`src/rtl/pipe_hazard_cu.sv`:
```
// Decode classifier plus scoreboard-based hazard unit: forwarding selects, load-use stalls, redirect flush.
// Build option: define HAZARD_FWD_EN for operand forwarding; otherwise any in-flight writer interlocks decode.
module pipe_hazard_cu #(
    parameter int NSTG        = 2,
    parameter int LOAD_LAT    = 1,
    parameter int FLUSH_DEPTH = 1
) (
    input  logic                      clk,
    input  logic                      rst_n,
    input  logic [31:0]               d_inst,
    input  logic                      d_valid,
    input  logic                      x_redirect,
    output logic [2:0]                d_type,
    output logic                      d_rf_we,
    output logic                      d_stall,
    output logic                      d_kill,
    output logic [$clog2(NSTG+1)-1:0] fwd_a_sel,
    output logic [$clog2(NSTG+1)-1:0] fwd_b_sel,
    output logic [31:0]               perf_stall_cnt
);
    localparam int SW = $clog2(NSTG+1);

    logic [6:0] opcode;
    logic [4:0] rd, rs1, rs2;
    logic       is_load, use_rs1, use_rs2;

    assign opcode = d_inst[6:0];
    assign rd     = d_inst[11:7];
    assign rs1    = d_inst[19:15];
    assign rs2    = d_inst[24:20];

    always_comb begin
        d_type  = 3'd7;
        is_load = 1'b0;
        case (opcode)
            7'b0110011: d_type = 3'd0;
            7'b0010011,
            7'b1100111,
            7'b1110011: d_type = 3'd1;
            7'b0000011: begin
                d_type  = 3'd1;
                is_load = 1'b1;
            end
            7'b0100011: d_type = 3'd2;
            7'b1100011: d_type = 3'd3;
            7'b0110111,
            7'b0010111: d_type = 3'd4;
            7'b1101111: d_type = 3'd5;
            default:    d_type = 3'd7;
        endcase
    end

    assign use_rs1 = (d_type <= 3'd3);
    assign use_rs2 = (d_type == 3'd0) || (d_type == 3'd2) || (d_type == 3'd3);
    assign d_rf_we = ((d_type == 3'd0) || (d_type == 3'd1) || (d_type == 3'd4) || (d_type == 3'd5))
                     && (rd != 5'd0);

    logic [NSTG:1] sb_valid;
    logic [NSTG:1] sb_load;
    logic [4:0]    sb_rd [NSTG:1];
    logic [1:0]    flush_cnt;
    logic          stall_a, stall_b;
    logic [SW-1:0] sel_a, sel_b;

`ifdef HAZARD_FWD_EN
    localparam int LOAD_READY = 1 + LOAD_LAT;
`else
    logic unused_cfg;
    assign unused_cfg = ^{sb_load, 32'(LOAD_LAT)};
`endif

    // Walk oldest to youngest so the youngest matching writer decides the outcome.
    always_comb begin
        stall_a = 1'b0;
        stall_b = 1'b0;
        sel_a   = '0;
        sel_b   = '0;
        for (int k = NSTG; k >= 1; k--) begin
            if (use_rs1 && (rs1 != 5'd0) && sb_valid[k] && (sb_rd[k] == rs1)) begin
`ifdef HAZARD_FWD_EN
                if (k < (sb_load[k] ? LOAD_READY : 1)) begin
                    stall_a = 1'b1;
                    sel_a   = '0;
                end else begin
                    stall_a = 1'b0;
                    sel_a   = SW'(k);
                end
`else
                stall_a = 1'b1;
`endif
            end
            if (use_rs2 && (rs2 != 5'd0) && sb_valid[k] && (sb_rd[k] == rs2)) begin
`ifdef HAZARD_FWD_EN
                if (k < (sb_load[k] ? LOAD_READY : 1)) begin
                    stall_b = 1'b1;
                    sel_b   = '0;
                end else begin
                    stall_b = 1'b0;
                    sel_b   = SW'(k);
                end
`else
                stall_b = 1'b1;
`endif
            end
        end
    end

    assign d_kill    = x_redirect | (flush_cnt != 2'd0);
    assign d_stall   = (stall_a | stall_b) & ~d_kill;
    assign fwd_a_sel = sel_a;
    assign fwd_b_sel = sel_b;

    logic unused_bits;
    assign unused_bits = ^{d_inst[31:25], d_inst[14:12]};

    always_ff @(posedge clk or negedge rst_n) begin
        if (!rst_n) begin
            sb_valid       <= '0;
            sb_load        <= '0;
            for (int k = 1; k <= NSTG; k++) sb_rd[k] <= 5'd0;
            flush_cnt      <= 2'd0;
            perf_stall_cnt <= 32'd0;
        end else begin
            for (int k = NSTG; k >= 2; k--) begin
                sb_valid[k] <= sb_valid[k-1];
                sb_load[k]  <= sb_load[k-1];
                sb_rd[k]    <= sb_rd[k-1];
            end
            sb_valid[1] <= d_valid & d_rf_we & ~d_stall & ~d_kill;
            sb_load[1]  <= is_load;
            sb_rd[1]    <= rd;

            if (x_redirect)
                flush_cnt <= 2'(FLUSH_DEPTH - 1);
            else if (flush_cnt != 2'd0)
                flush_cnt <= flush_cnt - 2'd1;

            if (d_stall && (perf_stall_cnt != 32'hFFFF_FFFF))
                perf_stall_cnt <= perf_stall_cnt + 32'd1;
        end
    end
endmodule

```
`config.mk`:
```
export PLATFORM = sky130hd
export DESIGN_NAME = pipe_hazard_cu
export DESIGN_NICKNAME = d
export VERILOG_FILES = /design/src/rtl/pipe_hazard_cu.sv
export SDC_FILE = /design/constraint.sdc
export NUM_CORES = 1
export LEC_CHECK = 0
export CORE_UTILIZATION = 44
export CTS_BUF_LIST = sky130_fd_sc_hd__clkbuf_2
export DETAILED_ROUTE_END_ITERATION = 6
export PLACE_DENSITY = 0.9
export SYNTH_ARGS = -nofsm -noshare
export SYNTH_HDL_FRONTEND = slang
export SYNTH_SLANG_ARGS = --single-unit
```
`constraint.sdc`:
```
create_clock -name clk -period 1.9 [get_ports clk]
set_input_delay 0.285 -clock clk [delete_from_list [all_inputs] [get_ports clk]]
set_output_delay 0.285 -clock clk [all_outputs]
set_load 0.02 [all_outputs]
```
* After elaboration in Yosys (flattened, before gate mapping)
Index checks and enable logic that the tools add are counted.
** Storage, ports and cells
- Bits of input ports :: 36
- Bits in registers :: 46
- Output and inout bits :: 42
- Word-level logic and storage cells :: 68
** Operators by class
- Order comparisons :: 1
- Add/subtract/negate cells :: 2
- Muxes and demuxes :: 7
- Bitwise logic cells :: 8
- Eq/ne operators :: 20
- Reductions and logical operators :: 25
** Operator list (count)
- $add A32 B1 Y32 const B :: 1
- $ne A32 B32 Y1 const B :: 1
- $eq A7 B7 Y1 const B :: 4
- $eq A7 B6 Y1 const B :: 3
- $eq A5 B5 Y1 :: 4
- $pmux W3 S6 :: 1
- $reduce_bool A5 Y1 :: 3
- $eq A7 B5 Y1 const B :: 2
- $logic_and A1 B1 Y1 :: 12
- $eq A7 B2 Y1 const B :: 1
- $eq A3 B2 Y1 const B :: 2
- $eq A3 B3 Y1 const B :: 2
- $logic_or A1 B1 Y1 :: 5
- $and A1 B1 Y1 :: 4
- $mux W1 :: 4
- $mux W2 :: 2
- $reduce_bool A2 Y1 :: 2
- $reduce_or A4 Y1 :: 1
- $eq A3 B1 Y1 const B :: 1
- $le A3 B2 Y1 const B :: 1
- $logic_not A3 Y1 :: 1
- $not A1 Y1 :: 2
- $or A1 B1 Y1 :: 2
- $reduce_or A2 Y1 :: 1
- $sub A2 B1 Y2 const B :: 1

* Logic depth before layout (Yosys ltp)
- Depth after elaboration :: 16
- Gate-level depth with buffers :: 8
- Depth with buffers taken out :: 7

* Least setup slack after synthesis
No wires, ideal clock.
- Path type :: register to register
- Start point :: reg perf_stall_cnt[11]
- End point :: reg perf_stall_cnt[1]
- Data arrival time :: 2.073 ns
- Clock period less this slack :: 2.201 ns
- Stages on the path, launching flop included :: 6
- Buffers on the path :: 0
- Required time :: 1.772 ns
- Path slack :: -0.301 ns
- Setup time :: 0.128 ns
- Path through :: dfrtp_1 > nand3_1 > or4_4 > nor4_4 > or2_1 > mux2_1
** On the way
- Longest elaborated chain between the ends :: 2
** RTL lines
- start, declared :: line 19 : output logic [31:0] perf_stall_cnt
- start signal, assigned :: line 139 : perf_stall_cnt <= perf_stall_cnt + 32'd1;
- $ne A32 B32 Y1 :: line 138 : if (d_stall && (perf_stall_cnt != 32'hFFFF_FFFF))
- $logic_and A1 B1 Y1 :: line 138
Every way passes these cells.
A chain may end at the register's enable or synchronous reset.

* Worst setup path after layout
- Start point :: reg sb_rd[4] (netlist bit)
- End point :: out d_stall
** On the way
- Longest elaborated chain between the ends :: 5
- Elaborated cells on any way between the ends :: 8
- Those cells by class :: eq/ne: 2; mux: 2; bitwise: 2; reduce/logical: 2
** RTL lines
- start, declared :: line 60 : logic [4:0] sb_rd [NSTG:1];
- start signal, assigned by index :: line 127 : sb_rd[k] <= sb_rd[k-1];
- $eq A5 B5 Y1, on equally long branches :: line 79, 92
- $logic_and A1 B1 Y1, on equally long branches :: line 79, 92
- $mux W1, on equally long branches :: line 79, 92
- $or A1 B1 Y1 * :: line 109 : assign d_stall = (stall_a | stall_b) & ~d_kill;
- $and A1 B1 Y1 * :: line 109
- end, declared :: line 15 : output logic d_stall,
Every way passes the cells marked *; elsewhere a longest branch is shown, timed or not.

==> impl_metrics.env <==
export IMPL_cp_arrival_ps=2030
export IMPL_first_pass_iters=4
export IMPL_initial_core_util_pct=46.1
export IMPL_critPathRequiredTime_ps=1620
export IMPL_power_per_cell_area_nw_per_um2=469
export IMPL_io_buffers=63
export IMPL_worst_setup_path_type="reg2out"
export IMPL_hold_path_class="in2reg"
export IMPL_setup_violations=34
export IMPL_drc_errors=0
export IMPL_numCtsBuffers=5
export IMPL_synth_xor_area_share_pct=17.2
export IMPL_grt_pass1_wl_um=14600
export IMPL_htree_levels=2
export IMPL_dieArea_sq_um=6110
export IMPL_synth_edf_count=0
export IMPL_avgSynthCellArea_sq_um=10.5
export IMPL_final_nets=440
export IMPL_dieHeight_um=78.2
export IMPL_overflow=0
export IMPL_place_detailed_hpwl_um=5130
export IMPL_post_route_cells_drive_above_1_share_pct=45.9
export IMPL_max_freq_mhz=431
export IMPL_cp_max_fo=3
export IMPL_synth_simple_area_share_pct=28.4
export IMPL_synthCells=242
export IMPL_status="finished with violations"
export IMPL_seq_area_frac_synth_pct=45.1
export IMPL_worstSetupEndpointType="primary output"
export IMPL_final_hold_viol_count=0
export IMPL_fin_ws_ps=-419
export IMPL_cts_tree="built"
export IMPL_antenna_found_initial=0
export IMPL_final_max_slew_viol_count=0
export IMPL_cts_path_max_buffers=2
export IMPL_first_iter_violations=170
export IMPL_synth_compound_gate_area_share_pct=3.38
export IMPL_fp_dieW_um=78.2
export IMPL_cts_root_buffer="clkbuf_2"
export IMPL_grt_use_total_pct=31.9
export IMPL_dr_total_vias=2751
export IMPL_synthMuxAreaShare_pct=1.67
export IMPL_worst_setup_path_start_kind="flop"
export IMPL_total_power_mw=2.18
export IMPL_yosys_warnings=0
export IMPL_areaGrowthSynthToFinish_pct=82.0
export IMPL_antenna_cells=0
export IMPL_synth_top_family_by_area="simple AND/OR/NAND/NOR gates"
export IMPL_min_period_over_period_pct=122
export IMPL_rows=27
export IMPL_fin_worst_skew_ps=17.7
export IMPL_routed_wl_um=10500
export IMPL_placed_cell_area_sq_um=3840
export IMPL_ant_nets=0
export IMPL_grt_max_degree=31
export IMPL_synth_flop_cell="dfrtp_1"
export IMPL_synth_area_sq_um=2550
export IMPL_avgRoutedWirePerCell_um=22.2
export IMPL_pin_count=78
export IMPL_synth_fa_ha_area_share_pct=0.980
export IMPL_cts_num_sinks=46
export IMPL_synth_seq_cells=46
export IMPL_fillers=271
export IMPL_grt_pass1_vias=2914
export IMPL_clock_latency_ps=460
export IMPL_p_leak_nw=2.37
export IMPL_mostFrequentLayoutCell="buf_4"
export IMPL_ys_types=39
export IMPL_final_cell_area_sq_um=4640
export IMPL_ir_drop_mv=0.483
export IMPL_coreArea_sq_um=5540
export IMPL_final_min_clock_period_ps=2320
export IMPL_clk_pin_slew_ps=260
export IMPL_rsz0062_at_grt="yes"
export IMPL_layout_common_cells="77 x buf_4, 31 x dfrtp_1, 25 x xor2_1, 25 x clkdlybuf4s50_1, 24 x dlymetal6s2s_1"
export IMPL_preCtsSetupSlack_ps=-787
export IMPL_violations="negative setup slack"
export IMPL_synthArstFlopShare_pct=100
export IMPL_vias_per_cell=5.79
export IMPL_place_gp_congestion=0.880
export IMPL_maxCapViolCount=0
export IMPL_hold_slack_ps=257
## power by group
part	leakage, nW	internal, mW	switching, mW
Clock	0.0506	0.349	0.358
Sequential	0.574	1.01	0.0256
Combinational	1.75	0.211	0.227
Total	2.37	1.57	0.611
## synth_stat cells, types with 3 or more instances
cell type | n | area share, %
a21oi_1 | 3 | 0.59
and4_1 | 4 | 1.4
buf_4 | 6 | 1.8
dfrtp_1 | 46 | 45
inv_1 | 6 | 0.88
nand2_1 | 21 | 3.1
nand2b_1 | 3 | 0.74
nand3_1 | 12 | 2.4
nand4_1 | 10 | 2.5
nor2_1 | 14 | 2.1
nor3_1 | 15 | 2.9
nor3b_1 | 3 | 0.88
nor4_2 | 12 | 5.9
or4_1 | 4 | 1.2
xnor2_1 | 24 | 8.2
xor2_1 | 26 | 8.9
## what timing repair did
item / in CTS / in global routing
gates resized for setup: 90 / 53
gates cloned: 3 / 0
buffers inserted: 15 / 15
pin swaps: 46 / 25
hold buffers: 1 / 0
endpoints found under the hold margin: 16 / 0
setup endpoints to repair: 39 / 62
## path summary, 6_finish.rpt
check / end / cells past startpoint / slack [ps] / startpoint
worst max-delay path: d_stall / 6 / -420 / sb_rd[4]
worst max register to register: perf_stall_cnt[22] / 9 / -390 / sb_rd[4]
max in group asynchronous: perf_stall_cnt[22] / 3 / 1130 / rst_n
worst min-delay path: sb_rd[0] / 1 / 260 / d_inst[7]
worst min register to register: sb_valid[2] / 0 / 470 / sb_valid[1]
min in group asynchronous: perf_stall_cnt[25] / 2 / 270 / rst_n
## registers in the layout (all words and copies together) (netlist names)
| register | cells |
|---|---|
| flush_cnt | 2 |
| perf_stall_cnt | 32 |
| sb_rd | 10 |
| sb_valid | 2 |
## worst max-delay path, stage by stage (launching register included)
cell and delay, ps:
dfrtp_1 510, xnor2_1 200, nand4_1 180, o22ai_2 250
a32oi_1 110, nor3_2 150, buf_4 170
## final cells by class
class                           count  area [sq um]  area share [%]
Tap cell                           72          90.1            1.94
Timing Repair Buffer              159          1540            33.2
Clock inverter                      3          63.8            1.37
Clock buffer                        5          25.0           0.539
Multi-Input combinational cell    184          1730            37.3
Sequential cell                    46          1170            25.2
Inverter                            6          22.5           0.485
## cell families (layout without fill, tap and decap cells)
family | Yosys count | after routing
AND/OR/NAND/NOR | 112 | 112
XOR/XNOR | 50 | 50
flip-flops | 46 | 46
buffers and inverters | 15 | 173
AO/OA/AOI/OAI | 12 | 12
multiplexers | 4 | 4
adder cells (fa/ha/maj) | 2 | 2
other | 1 | 4
## through the flow
step                utilization [%]  setup TNS, ps  cells
finish                         83.8          -9020    475
global route                   83.8         -12420    475
CTS                            79.8          -2660    463
detailed placement             69.4         -24270    437
global placement               69.4         -21750    437
floorplan                         -          -3530    245
## per-layer routing
metal  track usage (%)  vias up  routed length, um
met2              56.8      142               5510
li1                  -     1164                  -
met5                 0        -                  0
met1              35.7     1386               3730
met3              5.70       59                650
met4              18.7        0                639
No activity file was read; power rests on OpenSTA's default activity.
